File: src/rtl/demux_stream.sv
// demux_stream: registered 1-to-NCH stream demultiplexer.
// Each output channel has its own one-entry holding register, so a stalled
// consumer only blocks words addressed to its own channel.
// Optional build macro DEMUX_STREAM_CNT_EN adds per-channel 8-bit drain
// counters on output port xfer_cnt (bits [k*8 +: 8] for channel k).
module demux_stream #(
    parameter int unsigned DW  = 4,
    parameter int unsigned NCH = 8,
    parameter int unsigned SW  = 3
) (
    input  logic              clk,
    input  logic              rst,
    input  logic              in_valid,
    output logic              in_ready,
    input  logic [DW-1:0]     in_data,
    input  logic [SW-1:0]     sel,
    output logic [NCH-1:0]    out_valid,
    input  logic [NCH-1:0]    out_ready,
    output logic [NCH*DW-1:0] out_data,
    output logic              sel_err
`ifdef DEMUX_STREAM_CNT_EN
    ,
    output logic [NCH*8-1:0]  xfer_cnt
`endif
);

    localparam int unsigned CW = 8;

    logic [NCH-1:0]    sel_hit_c;
    logic [NCH-1:0]    slot_free_c;
    logic [NCH-1:0]    fill_c;
    logic [NCH-1:0]    drain_c;
    logic              accept_c;
    logic              sel_oor_c;

    logic [NCH-1:0]    valid_q, valid_d;
    logic [NCH*DW-1:0] data_q, data_d;
    logic              sel_err_q, sel_err_d;

    // One-hot decode of the select; all-zero when sel addresses no channel.
    always_comb begin
        sel_hit_c = '0;
        for (int unsigned k = 0; k < NCH; k++) begin
            sel_hit_c[k] = (sel == SW'(k));
        end
    end

    // Handshake: a channel slot is free when empty or being drained this cycle.
    // Out-of-range selects hit no channel and are always accepted (discarded).
    always_comb begin
        slot_free_c = ~valid_q | out_ready;
        in_ready    = ~|(sel_hit_c & ~slot_free_c);
        accept_c    = in_valid & in_ready;
        sel_oor_c   = ~|sel_hit_c;
        fill_c      = sel_hit_c & {NCH{accept_c}};
        drain_c     = valid_q & out_ready;
    end

    // Next state of the holding registers and the sticky select-error flag.
    always_comb begin
        valid_d   = (valid_q & ~drain_c) | fill_c;
        data_d    = data_q;
        sel_err_d = sel_err_q | (accept_c & sel_oor_c);
        for (int unsigned k = 0; k < NCH; k++) begin
            if (fill_c[k]) begin
                data_d[k*DW +: DW] = in_data;
            end
        end
    end

    // Holding register state.
    always_ff @(posedge clk or posedge rst) begin
        if (rst) begin
            valid_q   <= '0;
            data_q    <= '0;
            sel_err_q <= 1'b0;
        end else begin
            valid_q   <= valid_d;
            data_q    <= data_d;
            sel_err_q <= sel_err_d;
        end
    end

    // Outputs come straight from the registers.
    assign out_valid = valid_q;
    assign out_data  = data_q;
    assign sel_err   = sel_err_q;

`ifdef DEMUX_STREAM_CNT_EN
    logic [NCH*CW-1:0] cnt_q, cnt_d;

    // Per-channel drain counters, wrapping naturally at 255.
    always_comb begin
        cnt_d = cnt_q;
        for (int unsigned k = 0; k < NCH; k++) begin
            cnt_d[k*CW +: CW] = cnt_q[k*CW +: CW] + CW'(drain_c[k]);
        end
    end

    // Counter state.
    always_ff @(posedge clk or posedge rst) begin
        if (rst) begin
            cnt_q <= '0;
        end else begin
            cnt_q <= cnt_d;
        end
    end

    assign xfer_cnt = cnt_q;
`endif

endmodule

File: config.mk
export PLATFORM = sky130hd
export DESIGN_NAME = demux_stream
export DESIGN_NICKNAME = d
export VERILOG_FILES = /design/src/rtl/demux_stream.sv
export SDC_FILE = /design/constraint.sdc
export NUM_CORES = 1
export LEC_CHECK = 0
export CAP_MARGIN = 20
export CORE_MARGIN = 1
export CORE_UTILIZATION = 39
export DETAILED_ROUTE_END_ITERATION = 10
export PLACE_DENSITY_LB_ADDON = 0.3
export RECOVER_POWER = 25
export SYNTH_ARGS = -nofsm -noshare
export SYNTH_HDL_FRONTEND = slang
export SYNTH_SLANG_ARGS = --single-unit
File: constraint.sdc
create_clock -name clk -period 3.75 [get_ports clk]
set_clock_uncertainty 0.05 [all_clocks]
set_input_delay 0.75 -clock clk [delete_from_list [all_inputs] [get_ports clk]]
set_output_delay 0.75 -clock clk [all_outputs]
set_load 0.005 [all_outputs]
=== Yosys cells after proc, flatten, opt, wreduce, memory -nomap -nowiden ===
Cells that the tools add are included.

* Output and inout port bits: 42
* Register bits: 41
* Input port bits: 18

* Bitwise operators: 12
* Eq/ne operators: 7
* Reductions and logical operators: 5

{| class="wikitable"
|+ Operators with widths
! kind !! count
|-
| $and A8 B8 Y8 || 4
|-
| $not A8 Y8 || 3
|-
| $or A8 B8 Y8 || 2
|-
| $reduce_or A8 Y1 || 2
|-
| $eq A3 B3 Y1 const B || 4
|-
| $eq A3 B2 Y1 const B || 2
|-
| $eq A3 B1 Y1 const B || 1
|-
| $logic_not A3 Y1 || 1
|-
| $and A1 B1 Y1 || 2
|-
| $logic_not A1 Y1 || 2
|-
| $or A1 B1 Y1 || 1
|}

=== Depth between registers and ports, before layout ===
* Depth in word-level cells: 9
* Gate-level depth with buffers: 3
* Mapped depth without buffers: 3

=== Worst setup path after synthesis ===
Ideal clock, no wire load.

* Path kind: input -> output
* From: in out_ready[5]
* To: out in_ready
* Cell stages on the path: 3
* Path slack: 1.488 ns
* Data required time: 2.950 ns
* Data arrival time: 1.462 ns
* Cell sequence: nor2b_1 > mux4_1 > mux2i_1

* Longest elaborated chain between the ends: 5

{| class="wikitable"
|+ Ends and longest elaborated chain
! item !! RTL line !! text
|-
| start: declaration || 18 || <nowiki>input logic [NCH-1:0] out_ready,</nowiki>
|-
| $or A8 B8 Y8 || 51 || <nowiki>slot_free_c = ~valid_q | out_ready;</nowiki>
|-
| $not A8 Y8 || 52 || <nowiki>in_ready = ~|(sel_hit_c & ~slot_free_c);</nowiki>
|-
| $and A8 B8 Y8 || 52 ||
|-
| $reduce_or A8 Y1 || 52 ||
|-
| $logic_not A1 Y1 || 52 ||
|-
| end: declaration || 14 || <nowiki>output logic in_ready,</nowiki>
|}

Every way passes these cells.

=== Worst setup path after layout ===
* From: in sel[1]
* To: out in_ready

* Longest elaborated chain between the ends: 4
* Elaborated cells between the ends (all ways): 11
* Those cells by class: 7 x eq/ne; 1 x bitwise; 3 x reduce/logical

{| class="wikitable"
|+ Ends and longest elaborated chain
! item !! RTL line !! text
|-
| start: declaration || 16 || <nowiki>input logic [SW-1:0] sel,</nowiki>
|-
| $eq A3 B1 Y1 (tied with other cells) || 44 || <nowiki>sel_hit_c[k] = (sel == SW'(k));</nowiki>
|-
| $and A8 B8 Y8 * || 52 ||
|-
| $reduce_or A8 Y1 * || 52 ||
|-
| $logic_not A1 Y1 * || 52 ||
|}

Mark *: on every way between the ends. The rest lies on a longest branch, timed or not.

==> results.md <==
- DR pass1 iterations: 4
- Largest stage delay, worst path: 0.56 ns
- Final wirelength: 3.98 mm
- Tot GR Track Use: 18.8%
- Fmax achieved: 0.306 GHz
- Pwr Density: 473 mW/mm^2
- Ant. Diodes: 0
- Synthesized flop and latch total: 41
- Synth Warn #: 0
- Top-area cell type share of the netlist area: 58.7%
- I/O pin count: 60
- Ys async rst share: 100%
- Startpoint Class: primary input
- Synth area leader: dfrtp_1
- R2r setup slk: 2.31 ns
- Die Wd: 68.9 um
- Pwr Total: 1.18 mW
- R2R cell count: 3
- Max-slew headroom: 27.3%
- EDFF count, synth: 0
- Synthesized area per cell: 15.9 um^2
- Layout cell share with drive strength beyond 1: 26.8%
- Synth Cell Area: 0.00175 mm^2
- Clk slew on worst S/H paths: 0.08 ns
- GP Congestion: 0.799
- R2r startpoint: out_valid[1]$_DFF_PP0_
- DP HPWL: 2.92 mm
- Worst EP arrival: 2.47 ns
- DR WL/cell: 17.4 um
- Fill cells: 347
- CTS resizes: 0
- Setup CP Type: in -> out
- Iter 0 DRT Violations: 44
- CP cell instances: clkdlybuf4s50_1 > mux4_1 > mux2i_1 > clkdlybuf4s50_1
- Worst Setup EP: in_ready
- # hold bufs at CTS: 0
- Initial Utilization: 42.2%
- Period minus WS final: 3.27 ns
- Cells after Synth: 110
- Synthesized Nets: 128
- Post-DRT Antenna Nets: 0
- Area contributors post-synth: dfrtp_1 (59%), mux2_2 (17%), nor3_4 (3.7%), mux2_4 (3.4%), nor2b_1 (3.2%)
- DIE HEIGHT: 68.9 um
- Worst Tran Pin Value: 1.09 ns
- Pleak: 1.06 nW
- Drc violations: 0
- Routing usage on met3: 4.61%
- Core Area: 0.00414 mm^2
- Num rows: 23
- Outcome: completed
- CTS buffer count: 5
- Met2 usage: 30.5%
- Htree depth: 2
- Final Hold Violating Endpoints: 0
- Antenna violations before repair: 0
- Netlist cell types: 20
- Pins Over Slew Limit: 0
- Nets: 196
- Port bufs: 59
- Critical path launch point: sel[1]
- Root Buffer: clkbuf_8
- GRT busiest layer: met2
- Crit Path Max Fanout: 2
- Vias/cell: 5.00
- Area growth syn-to-layout: 42.8%
- Commonest non-fill, non-tap cell in the layout: clkdlybuf4s50_1
- Global Route met1 Usage: 24.8%
- Levels on crit path: 4
- RSZ-0062 raised after global routing: false
- Vias: 1144
- Die area: 0.00475 mm^2
- Worst-skew pair later-pin latency: 0.29 ns
- Largest net degree at the start of global routing: 22
- Setup bufs post-CTS: 0
- Commonest non-fill, non-tap cells in the layout: clkdlybuf4s50_1 (57), dfrtp_1 (41), mux2_2 (27)
- Critical Path Sink Type: output pin
- Most common cell on crit path: clkdlybuf4s50_1
- Clk sink count: 41
- Seq/Total Area, Yosys: 58.7%
- Hold Path Class: reg -> reg
- Grt total ovfl: 0
- Buf/Inv on CP: 2
- Ys flop type: dfrtp_1
- CP top delay family: buffers and inverters
- RR Endpoint: out_data[4]$_DFFE_PP0P_
- Required time of the critical path: 2.95 ns
- Global-route wire length before repair: 6.26 mm
- Setup Total Neg Slack: 0 ns
- Critical-path top delay cell: mux4_1
- Max Buffers Root-to-Sink: 2
- CTS tree: yes
- Worst VDD drop: 0.000304 V
- Max-cap violations: 0
- Number of global-route vias before repair: 1197
- Final period util: 87.2%
- Finish-stage setup viols: 0
state kept, by name, summed over array words and instances (netlist names):
signal / flops
out_data: 32
out_valid: 8
sel_err: 1
worst register-to-register path, stage by stage, from the launching register on:
cell     delay (ns)
dfrtp_1        0.37
nor2b_1        0.16
or3_4          0.43
mux2_1         0.32
layout make-up:
| cell class | instances | area (um^2) | share of cell area [%] |
|---|---|---|---|
| clock buffer | 6 | 72.6 | 2.91 |
| clock inverter | 2 | 15.0 | 0.602 |
| inverter | 1 | 3.75 | 0.150 |
| multi-input combinational | 67 | 707 | 28.3 |
| sequential | 41 | 1030 | 41.1 |
| tap | 50 | 62.6 | 2.51 |
| timing repair buffer | 62 | 609 | 24.4 |
how the worst min path moves through the flow:
stage	start	to	slack [ns]	cells after the start
after CTS	sel_err$_DFF_PP0_	sel_err$_DFF_PP0_	0.34	0
after global placement	sel_err$_DFF_PP0_	sel_err$_DFF_PP0_	0.31	0
after floorplan	sel_err$_DFF_PP0_	sel_err$_DFF_PP0_	0.40	1
after global routing	sel_err$_DFF_PP0_	sel_err$_DFF_PP0_	0.37	0
after detailed placement	sel_err$_DFF_PP0_	sel_err$_DFF_PP0_	0.32	0
final	sel_err$_DFF_PP0_	sel_err$_DFF_PP0_	0.34	0
cells in the mapped netlist, types with 2 or more instances:
master	number
nor3_4	4
nand2b_4	3
mux4_1	2
mux2_2	27
dfrtp_1	41
nand2_1	2
or3_4	2
o21bai_1	6
nor2b_1	9
mux2_4	4
metrics by stage:
stage	std cells	hold WS, ns	setup slack [ns]	instance area (um^2)	utilization, %
3_3_place_gp	221	0.315	0.519	2420	58.4
2_1_floorplan	110	0.402	1.49	1750	-
4_1_cts	229	0.344	0.469	2510	60.5
6_report	229	0.337	0.478	2500	60.2
3_5_place_dp	221	0.319	0.474	2420	58.4
5_1_grt	229	0.371	0.379	2500	60.2
where the power goes:
part | switching (mW) | internal (mW)
Sequential | 0.0458 | 0.524
Clock | 0.153 | 0.131
Combinational | 0.0993 | 0.227
per-layer routing:
metal / vias up / part of all wire [%]
met5: - / 0
met4: 0 / 1.0
met3: 5 / 5.5
met2: 37 / 50
met1: 572 / 44
li1: 530 / -
cells by family (layout without fill, tap and decap cells):
group                  count (synthesis)  count (layout)  share of synthesized area (%)
muxes                                 35              35                           25.1
AOI/OAI and AO/OA                      8               8                           3.44
and+or+nand+nor                       24              24                           12.4
buffers and inverters                  2              71                          0.429
DFF                                   41              41                           58.7
Note: power is estimated with default switching activity, not from simulation.
==> RTL edit (same flow settings) <==
Build with the macro `DEMUX_STREAM_CNT_EN` defined.
--- a/src/rtl/demux_stream.sv
+++ b/src/rtl/demux_stream.sv
@@ -4,4 +4,6 @@
 // Optional build macro DEMUX_STREAM_CNT_EN adds per-channel 8-bit drain
 // counters on output port xfer_cnt (bits [k*8 +: 8] for channel k).
+`define DEMUX_STREAM_CNT_EN
+
 module demux_stream #(
     parameter int unsigned DW  = 4,
Function (old outputs only; new: xfer_cnt): kept (equiv_simple and equiv_induct, registers matched by name and starting in step).
==> RTL edit against the original RTL <==
Worst setup slack worse by 0.26 ns; first-iteration DRC count up 95%; critical endpoint unchanged; wire length up 120%; final area up 140%; critical path type unchanged; synthesized area up 140%; power rose to 2.5 times the old value; sequential cell count up 64; the flow now finishes with violations (capacitance limit, slew limit).
==> RTL edit: results <==
status:
  status: "finished with violations"
  violations: "capacitance limit, slew limit"
sta:
  worst_pin_slew_ns: 2.501
  finalHoldViolations: 0
  final-max-slew-violation-count: 68
synthesis:
  netlist_top_cells_area: "dfrtp_1 61%, mux2_2 8.4%, xnor2_1 6.6%"
  synthDistinctLibCells: 31
  synth_common_cells: "105 x dfrtp_1, 32 x mux2_2, 32 x xnor2_1, 23 x nand3_1"
  syn-num-nets: 338
  synth_area_per_cell_um2: 14.07
  ys_warn_count: 0
  async_flop_share_pct: 100.0
  seq_area_frac_synth_pct: 61.42
placed_design:
  dp_slack_ns: 0.2784
  place_inst: 564
  port_buffers: 123
  globalplace.congestion: 0.7973
  place_area_mm2: 0.005693
  hpwl_um: 6635
power_and_ir_drop:
  pg_seq_uw: 1550
  leakagePower_uw: 0.002655
  switching_power_uw: 780.5
  ir_drop_uv: 257.2
  combinationalPowerShare_pct: 24.7
  clkPwrFrac_pct: 23.2
clock_tree:
  numCtsBuffers: 9
  cts_max_level: 3
  clockBufferDepth: 2
  clkLatencyLatePin_ns: 0.35
  clk_pin_slew_worst_paths_ns: 0.10
flow_run:
  cap_violations: 1
routing:
  wire_per_inst_um: 15.23
  routed_wl_um: 8831
  drt_iter0_drc: 86
  firstDrtPassIters: 4
  vias: 2809
layout:
  final_nets: 473
  largest_register_ffs: 64
  drive_above_1_share_pct: 13.32
  fillers: 916
worst_setup_path:
  worstPathMaxFanout: 3
  slowest_delay_ns: 0.68
  cp.arrival_ns: 2.73
  cp_slowest_cell: "or4b_2"
global_routing:
  grt_pass1_wl_um: 14510
  grt_start_max_net_pins: 68
  gr-usage-all-layers_pct: 16.48
  grt_antenna_before_repair: 1
RTL edit: per-layer routing:
metal	share of wire (%)	routed length, µm	vias to the layer above	global-route usage, %
met2	45	3991	91	25.58
li1	-	-	1336	-
met1	46	4036	1371	21.92
met4	1.3	113	0	5.577
met3	7.8	689	11	5.046
met5	0	0	-	0
RTL edit: logic make-up after synthesis:
family / Yosys count / share of synthesized area [%]
AO/OA/AOI/OAI: 5 / 0.6725
XOR/XNOR: 48 / 9.827
adder cells (fa/ha/maj): 16 / 4.680
AND/OR/NAND/NOR: 95 / 14.62
buffers and inverters: 3 / 0.3509
multiplexers: 32 / 8.424
flip-flops: 105 / 61.42
RTL edit: cell type report:
| class | instances | area, µm² | share of cell area [%] |
|---|---|---|---|
| clock inverters | 4 | 53.80 | 0.9137 |
| multi-input cells | 196 | 1635 | 27.77 |
| diodes | 1 | 2.502 | 0.04250 |
| inverters | 1 | 3.754 | 0.06375 |
| repair buffers | 126 | 1254 | 21.29 |
| flip-flops and latches | 105 | 2628 | 44.62 |
| clock buffers | 11 | 141.4 | 2.401 |
| well taps | 136 | 170.2 | 2.890 |
RTL edit: worst paths after layout:
path | depth (start not counted) | end | from | slack, ns
min reg2reg | 0 | sel_err | sel_err | 0.34
max reg2reg | 6 | xfer_cnt[6] | out_valid[0] | 2.17
min | 0 | sel_err | sel_err | 0.34
max in group asynchronous | 2 | xfer_cnt[49] | rst | 0.67
min in group asynchronous | 2 | xfer_cnt[29] | rst | 1.52
max | 5 | in_ready | out_ready[0] | 0.22
RTL edit: critical path: cells and delay by family:
kind / cells / cell delay [ns]
AO/OA/AOI/OAI: 1 / 0.18
buffers and inverters: 2 / 1.06
AND/OR/NAND/NOR: 2 / 0.74
